## src/rtl/sr_pulse_driver.sv

```systemverilog
// sr_pulse_driver: debounced set/clear switches driving timed, non-overlapping S/R pulses into a NOR latch.
// Optional Q-feedback check: define SR_PULSE_DRIVER_CHECK_EN to enable err; otherwise err is tied low.

module sr_pulse_driver_deb #(
  parameter int unsigned DEB_CYCLES = 4
) (
  input  logic clk,
  input  logic reset,
  input  logic sw,
  output logic rise
);

  localparam logic [7:0] DEB_LD  = 8'(DEB_CYCLES - 1);
  localparam bit         DEB_ONE = (DEB_CYCLES == 1);

  logic       sync1;
  logic       sync2;
  logic       level;
  logic [7:0] cnt;

  // cnt holds the mismatch cycles still required; zero means no disagreement in progress
  always_ff @(posedge clk) begin
    if (reset) begin
      sync1 <= 1'b0;
      sync2 <= 1'b0;
      level <= 1'b0;
      cnt   <= '0;
      rise  <= 1'b0;
    end else begin
      sync1 <= sw;
      sync2 <= sync1;
      rise  <= 1'b0;
      if (sync2 == level) begin
        cnt <= '0;
      end else if (cnt == 8'd1 || (cnt == 8'd0 && DEB_ONE)) begin
        level <= sync2;
        cnt   <= '0;
        rise  <= sync2;
      end else if (cnt == 8'd0) begin
        cnt <= DEB_LD;
      end else begin
        cnt <= cnt - 8'd1;
      end
    end
  end

endmodule

// state   | meaning
// IDLE    | outputs low, waiting for a pending or new command
// PULSE_S | s_out high for PULSE_CYCLES cycles
// PULSE_R | r_out high for PULSE_CYCLES cycles
// GAP     | both outputs low for GAP_CYCLES cycles
module sr_pulse_driver #(
  parameter int unsigned DEB_CYCLES   = 4,
  parameter int unsigned PULSE_CYCLES = 3,
  parameter int unsigned GAP_CYCLES   = 2
) (
  input  logic clk,
  input  logic reset,
  input  logic set_sw,
  input  logic clr_sw,
  input  logic q_fb,
  output logic s_out,
  output logic r_out,
  output logic busy,
  output logic conflict,
  output logic err
);

  localparam logic [7:0] PULSE_LD = 8'(PULSE_CYCLES - 1);
  localparam logic [7:0] GAP_LD   = 8'(GAP_CYCLES - 1);

  typedef enum logic [1:0] {
    IDLE    = 2'd0,
    PULSE_S = 2'd1,
    PULSE_R = 2'd2,
    GAP     = 2'd3
  } state_t;

  state_t     state;
  state_t     state_nxt;
  logic [7:0] cnt;
  logic [7:0] cnt_nxt;
  logic       cmd_set;
  logic       cmd_clr;
  logic       pend_set;
  logic       pend_clr;
  logic       want_set;
  logic       want_clr;
  logic       start_s;
  logic       start_r;

  sr_pulse_driver_deb #(.DEB_CYCLES(DEB_CYCLES)) u_deb_set (
    .clk   (clk),
    .reset (reset),
    .sw    (set_sw),
    .rise  (cmd_set)
  );

  sr_pulse_driver_deb #(.DEB_CYCLES(DEB_CYCLES)) u_deb_clr (
    .clk   (clk),
    .reset (reset),
    .sw    (clr_sw),
    .rise  (cmd_clr)
  );

  // a set arriving together with a clear is dropped; clear always wins
  assign want_clr = pend_clr | cmd_clr;
  assign want_set = pend_set | (cmd_set & ~cmd_clr);

  always_ff @(posedge clk) begin
    if (reset) begin
      state    <= IDLE;
      cnt      <= '0;
      pend_set <= 1'b0;
      pend_clr <= 1'b0;
    end else begin
      state    <= state_nxt;
      cnt      <= cnt_nxt;
      pend_clr <= start_r ? 1'b0 : want_clr;
      pend_set <= start_s ? 1'b0 : want_set;
    end
  end

  always_comb begin
    state_nxt = state;
    cnt_nxt   = cnt;
    start_s   = 1'b0;
    start_r   = 1'b0;
    case (state)
      IDLE: begin
        if (want_clr) begin
          state_nxt = PULSE_R;
          cnt_nxt   = PULSE_LD;
          start_r   = 1'b1;
        end else if (want_set) begin
          state_nxt = PULSE_S;
          cnt_nxt   = PULSE_LD;
          start_s   = 1'b1;
        end
      end
      PULSE_S, PULSE_R: begin
        if (cnt == 8'd0) begin
          state_nxt = GAP;
          cnt_nxt   = GAP_LD;
        end else begin
          cnt_nxt = cnt - 8'd1;
        end
      end
      GAP: begin
        if (cnt == 8'd0) begin
          state_nxt = IDLE;
        end else begin
          cnt_nxt = cnt - 8'd1;
        end
      end
      default: begin
        state_nxt = IDLE;
        cnt_nxt   = '0;
      end
    endcase
  end

  always_comb begin
    s_out    = 1'b0;
    r_out    = 1'b0;
    busy     = 1'b0;
    conflict = 1'b0;
    s_out    = (state == PULSE_S);
    r_out    = (state == PULSE_R);
    busy     = (state != IDLE);
    conflict = cmd_set & cmd_clr;
  end

`ifdef SR_PULSE_DRIVER_CHECK_EN
  logic last_set;

  // latch Q must match the last serviced command by the final gap cycle
  always_ff @(posedge clk) begin
    if (reset) begin
      last_set <= 1'b0;
      err      <= 1'b0;
    end else begin
      if (start_s) begin
        last_set <= 1'b1;
      end else if (start_r) begin
        last_set <= 1'b0;
      end
      if (state == GAP && cnt == 8'd0 && q_fb != last_set) begin
        err <= 1'b1;
      end
    end
  end
`else
  logic unused_q_fb;
  assign unused_q_fb = q_fb;
  assign err         = 1'b0;
`endif

endmodule
```

## config.mk

```make
export PLATFORM = sky130hd
export DESIGN_NAME = sr_pulse_driver
export DESIGN_NICKNAME = d
export VERILOG_FILES = /design/src/rtl/sr_pulse_driver.sv
export SDC_FILE = /design/constraint.sdc
export NUM_CORES = 1
export LEC_CHECK = 0
export CORE_MARGIN = 1.5
export CORE_UTILIZATION = 45
export CTS_BUF_LIST = sky130_fd_sc_hd__clkbuf_16
export DETAILED_ROUTE_END_ITERATION = 10
export PLACE_DENSITY = 0.65
export REMOVE_ABC_BUFFERS = 1
export SYNTH_ARGS = -nofsm -noshare
export SYNTH_HDL_FRONTEND = slang
export SYNTH_HIERARCHICAL = 1
export SYNTH_SLANG_ARGS = --single-unit
export TNS_END_PERCENT = 5
```

## constraint.sdc

```tcl
create_clock -name clk -period 1.8 [get_ports clk]
set_clock_uncertainty 0.1 [all_clocks]
set_input_delay 0.27 -clock clk [delete_from_list [all_inputs] [get_ports clk]]
set_output_delay 0.27 -clock clk [all_outputs]
set_load 0.05 [all_outputs]
```

==> out/metrics.yaml <==
ys_seq_area_frac: 0.372
synthesis.instances: 214
post_synthesis_compound_gate_area_fraction: 0.203
drive_gt1_frac: 0.265
drt-initial-drc-count: 69
max_freq_ghz: 0.565
setup_crit_start_kind: "register"
latest_clock_arrival_within_the_worst_skew_pair_ns: 0.27
average_detailed_routed_wire_length_per_instance_um: 13.2
max_capacitance_violation_count: 0
switchingPower_w: 0.000789
ctsHtreeMaxLevel: 2
grt_first_pass_wirelength_mm: 6.64
detail_route.drc_violations: 0
clock-sinks: 36
synth.ff_latch_count: 36
post-dp-hpwl_mm: 2.96
core_area_sq_um: 4060
power.static_leakage_nw: 1.04
yosysWarningCount: 6
stdcell_count: 303
post-layout-total-power_w: 0.00265
gr-usage-all-layers: 0.187
dr.max_layer_used: "met4"
syn_to_final_growth_pct: 30.0
drtAntennaViolNets: 0
die_height_um: 68.6
final_layout_net_count: 270
hold_path_class: "reg -> reg"
critical_path.max_fanout: 4
die_area_sq_um: 4710
tritoncts: "built"
grt-ovfl-total: 0
drt-met1-wl_mm: 1.98
finalSetupTns_ns: 0
std_cell_rows: 23
dominant_register_cell_in_the_synthesized_netlist: "sky130_fd_sc_hd__dfxtp_1"
setup_viol: 0
synth_xor_xnor_area_share: 0.0271
die_w_um: 68.6
critPathRequiredTime_ns: 1.86
grt_setup_unrepaired: "true"
synth_mux_area_frac: 0.00516
power.ir.vdd_worst_mv: 0.718
status: "finished, final reports clean"
number_of_buffers_inserted_during_clock_tree_synthesis: 5
grt_antenna_before_repair: 0
power.share.clock: 0.365
power_density_normalized_to_cell_area_nw_per_um2: 1050
io_pins: 10
worst-setup-path-type: "reg -> reg"
initial_core_util: 0.478
grt_start_max_net_pins: 14
post_synth_edffs: 0
wl_met2_mm: 1.87
clk_pin_slew_worst_paths_ns: 0.06
synth_fa_ha_area_frac: 0.0839
yosys.cell_types.count: 44
post_synth_instance_area_sq_um: 1940
p_int_w: 0.00186
async_flop_share: 0
seqPwrFrac: 0.337
final.hold.worst_slack_ns: 0.337
detail_route.wirelength_mm: 3.99
synth_simple_gate_area_frac: 0.258
fillers: 336
port_buffers: 7
post-route-min-period_ns: 1.77
finalWeightedCongestion: 0.810
main_combinational_cell_family_by_area_after_synthesis: "simple AND/OR/NAND/NOR gates"
drt_via_density: 5.58
power.switching_fraction: 0.298
cts.root.buffer_cell: "sky130_fd_sc_hd__clkbuf_16"
final_util: 0.621
hold_viol_final: 0
detailroute.wirelength.met3_um: 104
cp-end-kind: "register"
diodes: 0
cts-root-to-sink-buffers: 2
detailroute.via_count: 1690
postSynthAreaPerCell_sq_um: 9.06
dpl.cell_count: 294
critPathArrivalTime_ns: 1.83
detailedRoute.firstPassIterationCount: 4
power.share.combinational: 0.298
post-route-period-util: 0.984
final_max_slew_viol_count: 0
first_global_vias: 1527
==> flip-flops by register name, indices dropped and copies added, names as in the netlist <==
| name | flops |
|---|---|
| u_deb_clr/sync2 | 1 |
| u_deb_set/cnt | 8 |
| pend_clr | 1 |
| u_deb_clr/cnt | 8 |
| u_deb_clr/rise | 1 |
| u_deb_clr/level | 1 |
| u_deb_set/sync2 | 1 |
| u_deb_set/sync1 | 1 |
| u_deb_clr/sync1 | 1 |
| pend_set | 1 |
| cnt | 8 |
| u_deb_set/rise | 1 |
| state | 2 |
| u_deb_set/level | 1 |
==> power by group through the flow <==
stage                     registers, W  logic, W  clock network (W)
after floorplan               0.000878  0.000356                  0
after global placement        0.000903  0.000683                  0
after detailed placement      0.000903  0.000695                  0
after CTS                     0.000888  0.000725           0.000985
after global routing          0.000897  0.000852            0.00102
final                         0.000892  0.000787           0.000966
==> per-stage QoR <==
stage | setup slack (ns) | instance area [sq um]
final | 0.0293 | 2520
after global routing | -0.0419 | 2520
after CTS | -0.0115 | 2470
after detailed placement | -0.0936 | 2290
after global placement | -0.0602 | 2290
after floorplan | -0.000394 | 1910
==> worst paths after layout <==
kind / start / to / slack (ns) / depth (start not counted)
min: u_deb_set/sync1 / u_deb_set/sync2 / 0.34 / 1
max: cnt[1] / state[1] / 0.03 / 6
max reg2reg: cnt[1] / state[1] / 0.03 / 6
min reg2reg: u_deb_set/sync1 / u_deb_set/sync2 / 0.34 / 1
==> metal layers <==
layer,GRT usage,up-vias
li1,-,881
met1,0.241,786
met2,0.309,19
met3,0.0455,4
met4,0.0500,0
met5,0,-
==> placed cells by master, fill, tap and decap left out, types with 2 or more instances in the layout <==
master	n
sky130_fd_sc_hd__a211oi_1	5
sky130_fd_sc_hd__xnor2_1	4
sky130_fd_sc_hd__o21ai_0	7
sky130_fd_sc_hd__nor2_1	18
sky130_fd_sc_hd__and3_1	2
sky130_fd_sc_hd__o41ai_1	3
sky130_fd_sc_hd__dfxtp_2	2
sky130_fd_sc_hd__dfxtp_1	34
sky130_fd_sc_hd__nor2b_1	5
sky130_fd_sc_hd__a211oi_2	2
sky130_fd_sc_hd__or4b_1	2
sky130_fd_sc_hd__nand4_1	3
sky130_fd_sc_hd__nor3b_1	2
sky130_fd_sc_hd__or4_4	3
sky130_fd_sc_hd__or3_1	4
sky130_fd_sc_hd__nand2_1	3
sky130_fd_sc_hd__clkdlybuf4s50_1	3
sky130_fd_sc_hd__or2_2	3
sky130_fd_sc_hd__ha_1	12
sky130_fd_sc_hd__inv_2	2
sky130_fd_sc_hd__nand3_1	3
sky130_fd_sc_hd__nor3_1	8
sky130_fd_sc_hd__buf_12	4
sky130_fd_sc_hd__or4_1	7
sky130_fd_sc_hd__nor4_1	4
sky130_fd_sc_hd__nand4b_1	3
sky130_fd_sc_hd__a31o_2	2
sky130_fd_sc_hd__or3b_2	2
sky130_fd_sc_hd__xor2_1	2
sky130_fd_sc_hd__clkbuf_16	5
sky130_fd_sc_hd__o31ai_1	4
sky130_fd_sc_hd__o2111ai_1	2
sky130_fd_sc_hd__a21oi_1	14
sky130_fd_sc_hd__nand2b_1	4
sky130_fd_sc_hd__inv_1	17
sky130_fd_sc_hd__o311ai_4	2
sky130_fd_sc_hd__a31oi_1	5
sky130_fd_sc_hd__buf_4	28
==> synthesized netlist by cell type, types with 5 or more instances <==
master	count	share of area
sky130_fd_sc_hd__a211oi_1	6	0.023
sky130_fd_sc_hd__a21oi_1	15	0.039
sky130_fd_sc_hd__a31oi_1	5	0.016
sky130_fd_sc_hd__dfxtp_1	36	0.37
sky130_fd_sc_hd__ha_1	13	0.084
sky130_fd_sc_hd__inv_1	18	0.035
sky130_fd_sc_hd__nor2_1	18	0.035
sky130_fd_sc_hd__nor2b_1	5	0.016
sky130_fd_sc_hd__nor3_1	8	0.021
sky130_fd_sc_hd__o21ai_0	8	0.021
sky130_fd_sc_hd__or4_1	7	0.027
==> cells by family after synthesis <==
family                   Yosys count
AND/OR/NAND/NOR                   82
buffers and inverters             22
flip-flops                        36
multiplexers                       1
adder cells (fa/ha/maj)           13
AO/OA/AOI/OAI                     53
XOR/XNOR                           6
other                              1
==> critical path, cell delays in order (launching register included) <==
cell and delay (ns):
sky130_fd_sc_hd__dfxtp_2 0.32, sky130_fd_sc_hd__inv_2 0.07, sky130_fd_sc_hd__ha_4 0.14, sky130_fd_sc_hd__or4b_4 0.50, sky130_fd_sc_hd__o22ai_4 0.19, sky130_fd_sc_hd__a211oi_1 0.10, sky130_fd_sc_hd__a31o_2 0.23
==> layout make-up <==
| type | count | area [sq um] | share of cell area |
|---|---|---|---|
| clock inverters | 3 | 38.8 | 0.0154 |
| clock buffers | 5 | 125 | 0.0497 |
| well taps | 50 | 62.6 | 0.0248 |
| inverters | 18 | 67.6 | 0.0268 |
| multi-input cells | 156 | 1180 | 0.469 |
| repair buffers | 35 | 320 | 0.127 |
| flip-flops and latches | 36 | 723 | 0.287 |
==> timing repair <==
item,in CTS,in global routing
cloned,0,0
hold endpoints to repair,0,0
pin swaps,1,4
resized for setup,6,12
setup buffers,0,1
setup endpoints to repair,10,8
hold buffers,0,0
Note: power is estimated with default switching activity, not from simulation.
